==> src/rtl/sbox_state_reg.sv <==
// Single-entry output buffer for the masked S-box layer. Optionally refreshes
// the four shares with three fresh masks while loading.
module sbox_state_reg #(
    parameter int unsigned W = 160
) (
    input  logic           clk,
    input  logic           rst_n,
    input  logic           in_valid,
    output logic           in_ready,
    input  logic [W-1:0]   y1,
    input  logic [W-1:0]   y2,
    input  logic [W-1:0]   y3,
    input  logic [W-1:0]   y4,
    input  logic [3*W-1:0] rnd,
    input  logic           refresh_en,
    output logic           out_valid,
    input  logic           out_ready,
    output logic [W-1:0]   q1,
    output logic [W-1:0]   q2,
    output logic [W-1:0]   q3,
    output logic [W-1:0]   q4,
    output logic [7:0]     xfer_cnt
);

    typedef enum logic {
        EMPTY = 1'b0,
        FULL  = 1'b1
    } state_e;

    state_e       state_q, state_d;
    logic         accept, consume;
    logic [W-1:0] m1, m2, m3;
    logic [W-1:0] q1_q, q2_q, q3_q, q4_q;
    logic [W-1:0] q1_d, q2_d, q3_d, q4_d;
    logic [7:0]   cnt_q, cnt_d;

    // State register
    always_ff @(posedge clk or negedge rst_n) begin
        if (!rst_n) begin
            state_q <= EMPTY;
        end else begin
            state_q <= state_d;
        end
    end

    // Next-state logic
    always_comb begin
        state_d = state_q;
        unique case (state_q)
            EMPTY: if (accept) state_d = FULL;
            FULL:  if (consume && !accept) state_d = EMPTY;
            default: state_d = EMPTY;
        endcase
    end

    // Output logic; in_ready reads 1 during reset because state_q is EMPTY
    always_comb begin
        in_ready  = (state_q == EMPTY) || out_ready;
        out_valid = (state_q == FULL);
    end

    assign accept  = in_valid && in_ready;
    assign consume = out_valid && out_ready;

    // Masks are zeroed rather than muxing the shares so every share keeps one path.
    always_comb begin
        m1   = refresh_en ? rnd[W-1:0]     : '0;
        m2   = refresh_en ? rnd[2*W-1:W]   : '0;
        m3   = refresh_en ? rnd[3*W-1:2*W] : '0;
        q1_d = y1 ^ m1;
        q2_d = y2 ^ m2;
        q3_d = y3 ^ m3;
        q4_d = y4 ^ m1 ^ m2 ^ m3;
        cnt_d = cnt_q + 8'd1;
    end

    always_ff @(posedge clk or negedge rst_n) begin
        if (!rst_n) begin
            q1_q  <= '0;
            q2_q  <= '0;
            q3_q  <= '0;
            q4_q  <= '0;
            cnt_q <= '0;
        end else if (accept) begin
            q1_q  <= q1_d;
            q2_q  <= q2_d;
            q3_q  <= q3_d;
            q4_q  <= q4_d;
            cnt_q <= cnt_d;
        end
    end

    assign q1       = q1_q;
    assign q2       = q2_q;
    assign q3       = q3_q;
    assign q4       = q4_q;
    assign xfer_cnt = cnt_q;

endmodule

==> config.mk <==
export PLATFORM = sky130hd
export DESIGN_NAME = sbox_state_reg
export DESIGN_NICKNAME = d
export VERILOG_FILES = /design/src/rtl/sbox_state_reg.sv
export SDC_FILE = /design/constraint.sdc
export NUM_CORES = 2
export LEC_CHECK = 0
export CAP_MARGIN = 15
export CORE_AREA = 2 2 693 695
export DETAILED_ROUTE_END_ITERATION = 10
export DIE_AREA = 0 0 695 697
export HOLD_SLACK_MARGIN = 0.12
export PLACE_DENSITY_LB_ADDON = 0.12
export SLEW_MARGIN = 30
export SYNTH_ARGS = -nofsm -noshare
export SYNTH_HDL_FRONTEND = slang
export SYNTH_SLANG_ARGS = --single-unit
==> constraint.sdc <==
create_clock -name clk -period 2.7 [get_ports clk]
set_input_delay 0.54 -clock clk [delete_from_list [all_inputs] [get_ports clk]]
set_output_delay 0.54 -clock clk [all_outputs]
set_load 0.03 [all_outputs]
==> impl_summary.txt <==
----------------------------------------------------
[Clock network]
  Clock root cell ... sky130_fd_sc_hd__clkbuf_16
  Maximum root-to-sink buffer count ... 4
  Total CTS buffers ... between 100 and 150
  CTS sink cnt ... approximately 650
  H-tree levels ... 3
  Clk Latency, worst-skew pair ... approximately 0.88 ns
  Number of setup buffers added after CTS ... 0
  TritonCTS clock tree ... done
  Clock transition at the registers of the reported paths ... 0.06 ns

[Floorplan]
  Die width ... between 600 and 700 um
  Die height ... 697 um
  Total Die Area ... about 480,000 um^2
  Boundary pin count ... around 1,800
  Area of the core ... 477,000 um^2
  Total number of placement rows ... roughly 250
  Effective utilization at floorplan ... 0.07450

[STA]
  Final number of hold-violating endpoints ... 0
  Final worst clock skew ... just under 0.08 ns
  Max-slew violation total from the final report ... 0
  Max-Slew Margin vs Limit ... 0.5255
  Setup TNS ... 0 ns
  Tightest Pin Transition ... ~0.69 ns
  Final critical delay including setup and external delays ... about 2.6 ns
  Period utilization ... 0.9596
  Number of failing setup endpoints in the final timing report ... 0
  Highest achievable clock rate ... 386.0 MHz
  Setup repair after global routing missed its margin ... no
  Worst hold slack ... between 0.2 and 0.3 ns

[Place]
  Placer congestion estimate ... roughly 0.9
  Count of placed standard cells including taps ... between 10,000 and 15,000
  HPWL after DPL ... 321,400 um
  Dpl cell area ... around 62,000 um^2
  Port buffer count ... 1,774

[Final layout]
  Fin area ... about 66,000 um^2
  Area added between synthesis and finish ... 86.00%
  Count of non-filler cells in the finished layout ... between 10,000 and 15,000
  Number of inserted filler cells in the final layout ... approximately 54,000
  Post-route core utilization ... 0.1386
  Final layout net count ... between 6,000 and 7,000
  Fraction of layout cells with a size suffix above 1 ... 0.09327

[Power]
  Switching power summed over all nets ... about 17 mW
  Logic gate share of total power ... 0.359
  Worst voltage drop across the vdd grid ... around 0.51 mV
  PwrDens ... approximately 650 nW/um^2
  Flop pwr share ... 0.291
  Switch share ... 0.3863
  Clk network pwr share ... 0.349
  Int Pwr ... 26.43 mW
  Leakage power of the design ... roughly 25 nW

[Worst setup path]
  WS Path Type ... flop to output pin
  Cell family with the largest share of critical-path delay ... buffers and inverters
  Buffers plus inverters on the worst setup path ... 1
  Sort of element at the start of the critical path ... flop
  Worst stage delay on the critical path ... 0.82 ns
  Required time of the worst setup path ... between 2 and 2.5 ns
  Max stage delay cell, worst path ... sky130_fd_sc_hd__clkdlybuf4s50_1
  Worst Setup End Kind ... output pin
  RR Startpoint ... out_valid
  Source of the critical timing path ... q3[47]
  Worst endpoint data arrival time ... between 2 and 2.5 ns
  Cells along the critical path ... clkdlybuf4s50_1
  Peak fanout along the critical path ... 2
  Worst-case register-to-register setup slack ... 0.75 ns

[Synthesis]
  Synthesized-area fraction occupied by and/or/nand/nor cells ... 0.1591
  Summed instance area of the synthesized netlist ... 35,540 um^2
  Xor and xnor area share after synthesis ... 0.1989
  Number of instances in the synthesized netlist ... 3,763
  Yosys warning count ... 0
  Count of cell types in the netlist ... 23
  Multiplexer share of the synthesized area ... 0.06299
  Mapped Nets ... roughly 4,900
  Most frequent cells after synthesis ... sky130_fd_sc_hd__dfrtp_1 (649), sky130_fd_sc_hd__a21oi_1 (640), sky130_fd_sc_hd__nor2_1 (640)
  Top cells by area, synth ... sky130_fd_sc_hd__dfrtp_1 (46%), sky130_fd_sc_hd__xor2_1 (15%), sky130_fd_sc_hd__a21oi_1 (9.0%)
  Dominant register cell in the synthesized netlist ... sky130_fd_sc_hd__dfrtp_1
  Syn_area_per_cell ... 9.444 um^2
  Post-Synth Adder-Cell Area ... 0.0003521
  Share of synthesized flip-flops with an asynchronous set or reset ... 1.000
  Flip-flop and latch count after synthesis ... between 600 and 700
  Sequential fraction of the synthesis area ... 0.4570
  Combinational family with the most area after synthesis ... XOR/XNOR gates
  Synthesized-area fraction occupied by ao, oa, aoi and oai cells ... 0.09013
  Post-synthesis cell type with the largest combined area ... sky130_fd_sc_hd__dfrtp_1
  Number of flops mapped to enable cells by yosys ... 0
  Most frequent cell after synthesis ... sky130_fd_sc_hd__dfrtp_1
  Portion of synthesized cell area occupied by the leading cell type ... 0.4570

[Global routing]
  Wire length of the first global-routing pass ... 447,900 um
  Global route overflow ... 0
  Number of antenna violations at the first check in global routing ... between 300 and 400
  Largest net degree at the start of global routing ... 83
  Number of global-route vias before repair ... ~36,000
  Total global routing track utilization ... 0.1452

[Routing]
  Routed length on met3 ... between 30,000 and 40,000 um
  Total vias in the final route ... ~35,000
  Number of iterations in the first detailed-routing pass ... 7
  Via density ... approximately 2.9
  Number of nets with antenna violations after detailed routing ... 0
  Drt drc ... 0
  Number of DRC markers after the initial detailed-route iteration ... 1,758
  Met1 WL ... 123,600 um
  Met2 Routed Length ... 189,200 um
  Uppermost signal routing layer after detailed routing ... met5
  WL final ... between 300,000 and 400,000 um
  Wire length per cell ... 29.75 um

[Run status]
  Run status ... completed

[Min path]
  Critical hold path startpoint ... in_valid
  Hold Path Class ... input pin to flop

[Run]
  Maximum Capacitance Violations ... 0

----------------------------------------------------
==> placed cells by master, fill, tap and decap left out, types with 2 or more instances in the layout <==
cell type / instances
sky130_fd_sc_hd__or2b_1: 5
sky130_fd_sc_hd__dfrtp_1: 649
sky130_fd_sc_hd__and3_1: 2
sky130_fd_sc_hd__nand2_1: 432
sky130_fd_sc_hd__dlygate4sd2_1: 94
sky130_fd_sc_hd__mux2i_4: 50
sky130_fd_sc_hd__nand4_1: 3
sky130_fd_sc_hd__bufinv_16: 8
sky130_fd_sc_hd__clkinvlp_4: 5
sky130_fd_sc_hd__clkbuf_1: 22
sky130_fd_sc_hd__buf_4: 201
sky130_fd_sc_hd__nor2_1: 640
sky130_fd_sc_hd__clkbuf_8: 24
sky130_fd_sc_hd__mux2i_1: 110
sky130_fd_sc_hd__a21oi_1: 640
sky130_fd_sc_hd__nand2_4: 50
sky130_fd_sc_hd__buf_8: 2
sky130_fd_sc_hd__xor2_1: 618
sky130_fd_sc_hd__clkdlybuf4s50_1: 1637
sky130_fd_sc_hd__diode_2: 63
sky130_fd_sc_hd__clkinv_2: 23
sky130_fd_sc_hd__clkbuf_16: 112
sky130_fd_sc_hd__buf_12: 55
sky130_fd_sc_hd__nand2b_1: 157
sky130_fd_sc_hd__xnor2_1: 189
==> state kept, by name (all words and copies together), names as in the netlist <==
register and flops:
q1 160, q2 160, q3 160, q4 160
xfer_cnt 8, out_valid 1
==> power groups by stage <==
stage                     logic (mW)  registers [mW]  clock network (mW)
after floorplan                 3.50            15.7                   0
after global placement          16.1            12.8                   0
after detailed placement        16.1            12.8                   0
after CTS                       16.0            12.6                15.9
after global routing            16.5            12.8                16.1
final                           15.5            12.5                15.0
==> cell families (layout without fill, tap and decap cells) <==
group | after synthesis | in the layout
buffers and inverters | 214 | 2187
other | 0 | 63
muxes | 161 | 161
AOI/OAI and AO/OA | 640 | 640
DFF | 649 | 649
and+or+nand+nor | 1291 | 1291
adders and majority gates | 1 | 1
xor gates and xnor gates | 807 | 807
==> metal layers <==
layer / vias up / global-route usage
met1: 16570 / 0.1413
met4: 130 / 0.03176
li1: 16020 / -
met2: 1549 / 0.2713
met5: - / 0
met3: 681 / 0.07334
==> layout make-up <==
type                       instances  area (um^2)  area share
multi-input combinational       2900        18180      0.2750
clock buffer                     158         3216     0.04865
sequential                       649        16240      0.2457
tap                             6400         8008      0.1211
timing repair buffer            1990        19860      0.3004
antenna                           63        157.7    0.002385
clock inverter                    39        440.4    0.006663
==> per-stage QoR <==
stage	worst slack (ns)	total power [mW]
3_5_place_dp	0.08495	28.87
3_3_place_gp	0.06914	28.91
5_1_grt	0.008153	45.43
4_1_cts	0.001605	44.50
2_1_floorplan	0.8364	19.18
6_report	0.1092	43.07
==> path summary, 6_finish.rpt <==
path	depth (start not counted)	end
max	1	q3[47]
min	2	out_valid
max reg2reg	7	q2[55]
min reg2reg	1	xfer_cnt[7]
max in group asynchronous	3	q2[90]
min in group asynchronous	2	q2[6]
==> repair_timing <==
action / 4_1_cts / 5_1_grt
hold endpoints to repair: 31 / 0
endpoints found under the setup margin: 94 / 0
hold buffers: 1 / 0
gates resized for setup: 94 / 0
(Power assumes the default switching activity.)
